File: config.mk
export PLATFORM = sky130hd
export DESIGN_NAME = sar_search
export DESIGN_NICKNAME = d
export VERILOG_FILES = /design/src/rtl/sar_search.sv
export SDC_FILE = /design/constraint.sdc
export NUM_CORES = 1
export LEC_CHECK = 0
export ABC_AREA = 1
export CAP_MARGIN = 20
export CORE_ASPECT_RATIO = 0.8
export CORE_MARGIN = 2
export CORE_UTILIZATION = 30
export CTS_CLUSTER_SIZE = 30
export DETAILED_ROUTE_END_ITERATION = 8
export GPL_ROUTABILITY_DRIVEN = 0
export GPL_TIMING_DRIVEN = 0
export PLACE_DENSITY = 0.61
export SYNTH_ARGS = -nofsm -noshare
export SYNTH_HDL_FRONTEND = slang
export SYNTH_SLANG_ARGS = --single-unit
File: constraint.sdc
create_clock -name clk -period 1.65 [get_ports clk]
set_input_delay 0.4125 -clock clk [delete_from_list [all_inputs] [get_ports clk]]
set_output_delay 0.4125 -clock clk [all_outputs]
set_load 0.01 [all_outputs]
File: src/rtl/sar_search.sv
// ---------------------------------------------------------------------------
// sar_search : successive-approximation search of a comparator's A operand
// Rev 1.0    : initial release
// ---------------------------------------------------------------------------
`default_nettype none

module sar_search #(
  parameter int W = 4
) (
  input  logic         clk,
  input  logic         rst,
  input  logic         start,
  input  logic         agtb,
  input  logic         altb,
  input  logic         aeqb,
  output logic [W-1:0] guess,
  output logic         busy,
  output logic         done,
  output logic [W-1:0] result,
  output logic         found,
  output logic         err
);

  localparam int KW = (W > 1) ? $clog2(W) : 1;

  localparam logic [1:0] S_IDLE   = 2'd0;
  localparam logic [1:0] S_TEST   = 2'd1;
  localparam logic [1:0] S_VERIFY = 2'd2;

  localparam logic [KW-1:0] c_KMAX = KW'(W - 1);
  localparam logic [W-1:0]  c_ONE  = W'(1);
  localparam logic [W-1:0]  c_MSB  = c_ONE << (W - 1);

  logic [1:0]    r_state;
  logic [KW-1:0] r_k;
  logic [W-1:0]  r_guess;
  logic [W-1:0]  r_result;
  logic          r_busy;
  logic          r_done;
  logic          r_found;
  logic          r_err;

  logic          w_legal;
  logic [W-1:0]  w_bit;
  logic [W-1:0]  w_tested;
  logic [W-1:0]  w_next;

  // Exactly one flag high is the only legal comparator answer.
  assign w_legal = ({agtb, altb, aeqb} == 3'b100) ||
                   ({agtb, altb, aeqb} == 3'b010) ||
                   ({agtb, altb, aeqb} == 3'b001);

  // Resolve bit k from the flags, then tentatively set the next lower bit.
  always_comb begin
    w_bit    = c_ONE << r_k;
    w_tested = altb ? (r_guess & ~w_bit) : r_guess;
    w_next   = (r_k != '0) ? (w_tested | (w_bit >> 1)) : w_tested;
  end

  always_ff @(posedge clk or posedge rst) begin
    if (rst) begin
      r_state  <= S_IDLE;
      r_k      <= c_KMAX;
      r_guess  <= '0;
      r_result <= '0;
      r_busy   <= 1'b0;
      r_done   <= 1'b0;
      r_found  <= 1'b0;
      r_err    <= 1'b0;
    end else begin
      r_done <= 1'b0;
      case (r_state)
        S_IDLE: begin
          if (start) begin
            r_guess <= c_MSB;
            r_k     <= c_KMAX;
            r_busy  <= 1'b1;
            r_found <= 1'b0;
            r_err   <= 1'b0;
            r_state <= S_TEST;
          end
        end
        S_TEST: begin
          if (!w_legal) begin
            r_err    <= 1'b1;
            r_found  <= 1'b0;
            r_result <= r_guess;
            r_done   <= 1'b1;
            r_busy   <= 1'b0;
            r_state  <= S_IDLE;
          end else if (aeqb) begin
            r_found  <= 1'b1;
            r_result <= r_guess;
            r_done   <= 1'b1;
            r_busy   <= 1'b0;
            r_state  <= S_IDLE;
          end else begin
            r_guess <= w_next;
            if (r_k != '0) begin
              r_k <= r_k - KW'(1);
            end else begin
              r_state <= S_VERIFY;
            end
          end
        end
        S_VERIFY: begin
          r_err    <= !w_legal;
          r_found  <= w_legal && aeqb;
          r_result <= r_guess;
          r_done   <= 1'b1;
          r_busy   <= 1'b0;
          r_state  <= S_IDLE;
        end
        default: begin
          r_state <= S_IDLE;
          r_busy  <= 1'b0;
        end
      endcase
    end
  end

  assign guess  = r_guess;
  assign busy   = r_busy;
  assign done   = r_done;
  assign result = r_result;
  assign found  = r_found;
  assign err    = r_err;

endmodule

`default_nettype wire
# == After elaboration in Yosys (flattened, before gate mapping) ==
# Cells that the tools add are included.
# word_totals
ff_bits,16
in_bits,6
# op_classes
n_shift,1
eq_ne,12
muxes,32
n_addsub,1
n_reduce_logical,16
bitwise,3
# op_table
operator,n
$mux 4,7
$mux 2,8
$pmux 4 s2,2
$ne 2x2->1 const B,5
$mux 1,9
$pmux 2 s2,2
$pmux 1 s3,2
$reduce_and 2->1,3
$reduce_and 3->1,2
$reduce_bool 2->1,3
$reduce_and 5->1,1
$and 4x4->4,1
$ne 4x4->1 const B,1
$not 4->4,1
$or 4x3->4,1
$pmux 1 s2,2
$reduce_and 4->1,1
$shl 1x2->4 const A,1
$eq 3x1->1 const B,1
$eq 3x2->1 const B,1
$eq 3x3->1 const B,1
$ne 3x3->1 const B,1
$reduce_bool 3->1,1
$eq 2x1->1 const B,1
6 further kinds,7

# == Logic depth before layout (Yosys ltp) ==
# logic_depth
ltp_word,9
ltp_mapped,9

# == Least setup slack after synthesis ==
# OpenSTA, ideal clock, no wires.
# synth_path
path_kind,register to register
startpoint,register r_k[0]
endpoint,register r_k[0]
path_stages_with_launch,6
setup_slack_ps,311
path_buffers,0
arrival_ps,1262
required_time_ps,1573
path_cell_list,dfstp_2 -> inv_1 -> ha_1 -> a21oi_1 -> nand3_2 -> o21a_1
# synth_between
elab_chain_len,5
word_cells_on_any_way,8
# synth_rtl
item,line,rtl
start: declaration,35,logic [KW-1:0] r_k;
start signal: assignment,63,r_k <= c_KMAX;
start signal: assignment,76,r_k <= c_KMAX;
start signal: assignment,100,r_k <= r_k - KW'(1);
$sub 2x1->2,100,
$mux 2,99,if (r_k != '0) begin
$mux 2,91,end else if (aeqb) begin
$mux 2,84,if (!w_legal) begin
$pmux 2 s2,72,case (r_state)
# Parallel ways exist; a longest one is shown, timed or not. The select of a mux whose other input is x is not followed.
# A chain may end at the register's enable or synchronous reset.

# == Worst setup path after layout ==
# layout_path
startpoint,"register r_busy, in the netlist busy"
endpoint,output port busy
# layout_lines
item,line,rtl
start: declaration,38,logic r_busy;
start signal: assignment,66,r_busy <= 1'b0;
start signal: assignment,77,r_busy <= 1'b1;
start signal: assignment,89,r_busy <= 1'b0;
end: declaration,17,"output logic busy,"
# No word-level cell between the ends.

==> impl_results.md <==
* Yosys top cell by area: dfrtp_1
* Worst-Margin Slew at about 0.6 ns
* Core Footprint at 3090 µm²
* FF-to-FF path depth at 8
* Via count at 828
* 1st-iter DRT viols at 10
* WL/cell at 10.9 µm
* DP Wirelength at 1.54 mm
* Hold path startpoint: result[0]
* DRC at 0
* Slew HR at 60.5%
* Total Routing Usage GR at about an eighth
* Hold depth at 2
* CTS sink cnt at 16
* Clk root buf: clkbuf_8
* Sw Pwr at 896 µW
* Sw Ratio at 41.4%
* CP Capture Type: output port
* Peak supply drop at 434 µV
* CTS Buf Count at 3
* Synthesized Nets at 134
* Syn_area_per_cell at 8.05 µm²
* Post-synth top area share at 36.3%
* Routed Antenna Nets at 0
* Int Pwr at about 1300 µW
* # setup viols final at 0
* Synth top area cells: dfrtp_1 (36%), nand2_1 (15%), ha_1 (10%)
* Lkg Pwr at between 0.0006 and 0.0007 µW
* Status: finished clean
* Clock tree buffer depth at 2
* Area Growth Syn to Fin at 31.1%
* Worst hold path type: flip-flop to flip-flop
* Flop pwr share at between 30 and 40%
* # port buffers at 17
* Share of cells above drive strength 1 at 14.8%
* Worst R2R Start: r_state[1]
* Filler cells at 317
* Crit path kind: flip-flop to output port
* Crit path max-delay family: buffers and inverters
* Fmax at 647 MHz
* Worst path bufs/invs at 1
* Layout Nets at 157
* Hold Buf Count CTS at 0
* Initial Util at 31.3%
* Post-layout util at 41.0%
* Antenna Cells at 0
* Register area share after synthesis at 41.7%
* Worst-path cell chain: clkdlybuf4s50_1
* Mapped Area at 966 µm²
* Reg2reg setup slack at 0.16 ns
* Slowest cell on crit path: clkdlybuf4s50_1
* Final Cell Area at 1270 µm²
* First-pass GRT wire length at 3.49 mm
* Gr ovfl total at 0
* Cell variety after synth at 19
* Fin. max-slew vios at 0
* Synth Warn # at 0
* Clk pwr share at between 10% and 20%
* #FFs+latches synth at 16
* Initial antenna violation count at 0
* Crit path arrival time at 1.13 ns
* Die X at 67.4 µm
* Worst clock skew at 0.00438 ns
* Total Wirelength at 1.98 mm
* Clock transition at the registers of the reported paths at 0.06 ns
* Setup WS post-layout at 0.106 ns
* Crit-path max FO at 2
* Post-Synthesis Cells at 120
* Slowest stage delay, CP at 0.53 ns
* Die Area at 3690 µm²
* CTS HTree Levels at 1
* Vias in the first global route at between 700 and 800
* Top Ports at 18
* Crit path time final at 1.54 ns
* Pin count of the biggest net entering global routing at 17
* Via density at 4.55
* Tot Pwr at 2170 µW
* FP Rows at 18
* Comb power frac at about 54%
* Total iterations of the first detailed-routing run at 2
* Max Cap Viol at 0
* CP required at 1.24 ns
* Pwr per Cell Area at 1710 nW/µm²
* Clk Latency, worst-skew pair at 0.25 ns
* CP startpoint kind: flip-flop
* End of the worst hold path: result[0]
* R2r endpoint: guess[3]
* Final period util at a little over nine tenths
* Chip height at 54.8 µm
* Register area at 403 µm²
* Setup tns final at 0 ns
* Multi-input gate area at roughly 500 µm²
* Dpl cell area at 1190 µm²
* Fin. Hold Viols at 0
* Post-place setup slack at -0.141 ns
* CTS tree: done
synth_stat cells, drive strengths merged:
| cell type | instances |
|---|---|
| nand2 | 43 |
| inv | 16 |
| dfrtp | 14 |
| nand3 | 10 |
| a21oi | 9 |
| ha | 8 |
| o21ai | 8 |
| nor2 | 5 |
| dfstp | 2 |
| o21a | 2 |
| buf | 1 |
| nand4 | 1 |
| o2111ai | 1 |
cells in the final DEF, fill, tap and decap left out:
cell,n
nor2_1,4
inv_1,14
a21oi_1,8
dlymetal6s2s_1,3
o2111ai_1,1
o21ai_0,6
dfstp_2,2
nand3_1,8
nand2_1,38
nor2_2,1
ha_1,8
inv_2,1
nand3_2,2
clkbuf_8,4
o21ai_1,1
o21a_1,2
buf_6,1
nand2_2,4
clkinvlp_4,1
o21ai_2,1
nand2_4,1
nand4_4,1
buf_4,1
clkdlybuf4s50_1,14
a21oi_2,1
dfrtp_1,14
per-stage QoR:
stage	hold slack, ns	instances
final	0.469	182
after global routing	0.498	182
after CTS	0.474	182
after detailed placement	0.459	177
after global placement	0.455	177
after floorplan	0.325	120
cell families (layout without fill, tap and decap cells):
kind of cell	after synthesis	in the layout	share of synthesized area [%]
compound gates	20	20	11.7
fa+ha+maj	8	8	10.4
buf+inv	17	39	7.38
flops	16	16	41.7
simple gates	59	59	28.9
sequential cells by signal, indices dropped and copies added, names as in the netlist:
name	cells
r_state	2
err	1
busy	1
guess	4
done	1
r_k	2
found	1
result	4
worst max-delay path by stage:
stage / startpoint / to / slack [ns] / cells after the start
floorplan: r_k[0] / r_k[0] / 0.31 / 5
global placement: altb / guess[1] / -0.14 / 10
detailed placement: altb / guess[1] / -0.14 / 10
CTS: guess[2] / guess[2] / 0.02 / 1
global route: altb / guess[0] / -0.008 / 10
finish: busy / busy / 0.11 / 1
layer usage:
layer  up-vias  track usage (%)  part of all wire (%)
li1        427                -                     -
met1       381             15.1                    46
met2        15             22.4                    47
met3         5             5.14                   5.5
met4         0             4.08                   1.1
met5         -                0                     0
repair_timing:
item,in CTS,in global routing
setup buffers,1,0
endpoints found under the setup margin,1,7
resized for setup,0,6
power by group through the flow:
stage / clock [µW] / combinational (µW) / sequential, µW
global placement: 0 / 1120 / 660
floorplan: 0 / 711 / 701
CTS: 357 / 1160 / 658
detailed placement: 0 / 1140 / 673
finish: 345 / 1170 / 655
global route: 386 / 1350 / 673
final cells by class:
| class | count | share of cell area [%] |
|---|---|---|
| buffer | 1 | 0.889 |
| tap | 40 | 3.95 |
| inverter | 16 | 5.04 |
| clock buffer | 4 | 4.35 |
| sequential | 16 | 31.8 |
| multi-input combinational | 87 | 39.3 |
| timing repair buffer | 18 | 14.6 |
Power figures use the tool's default switching activity.
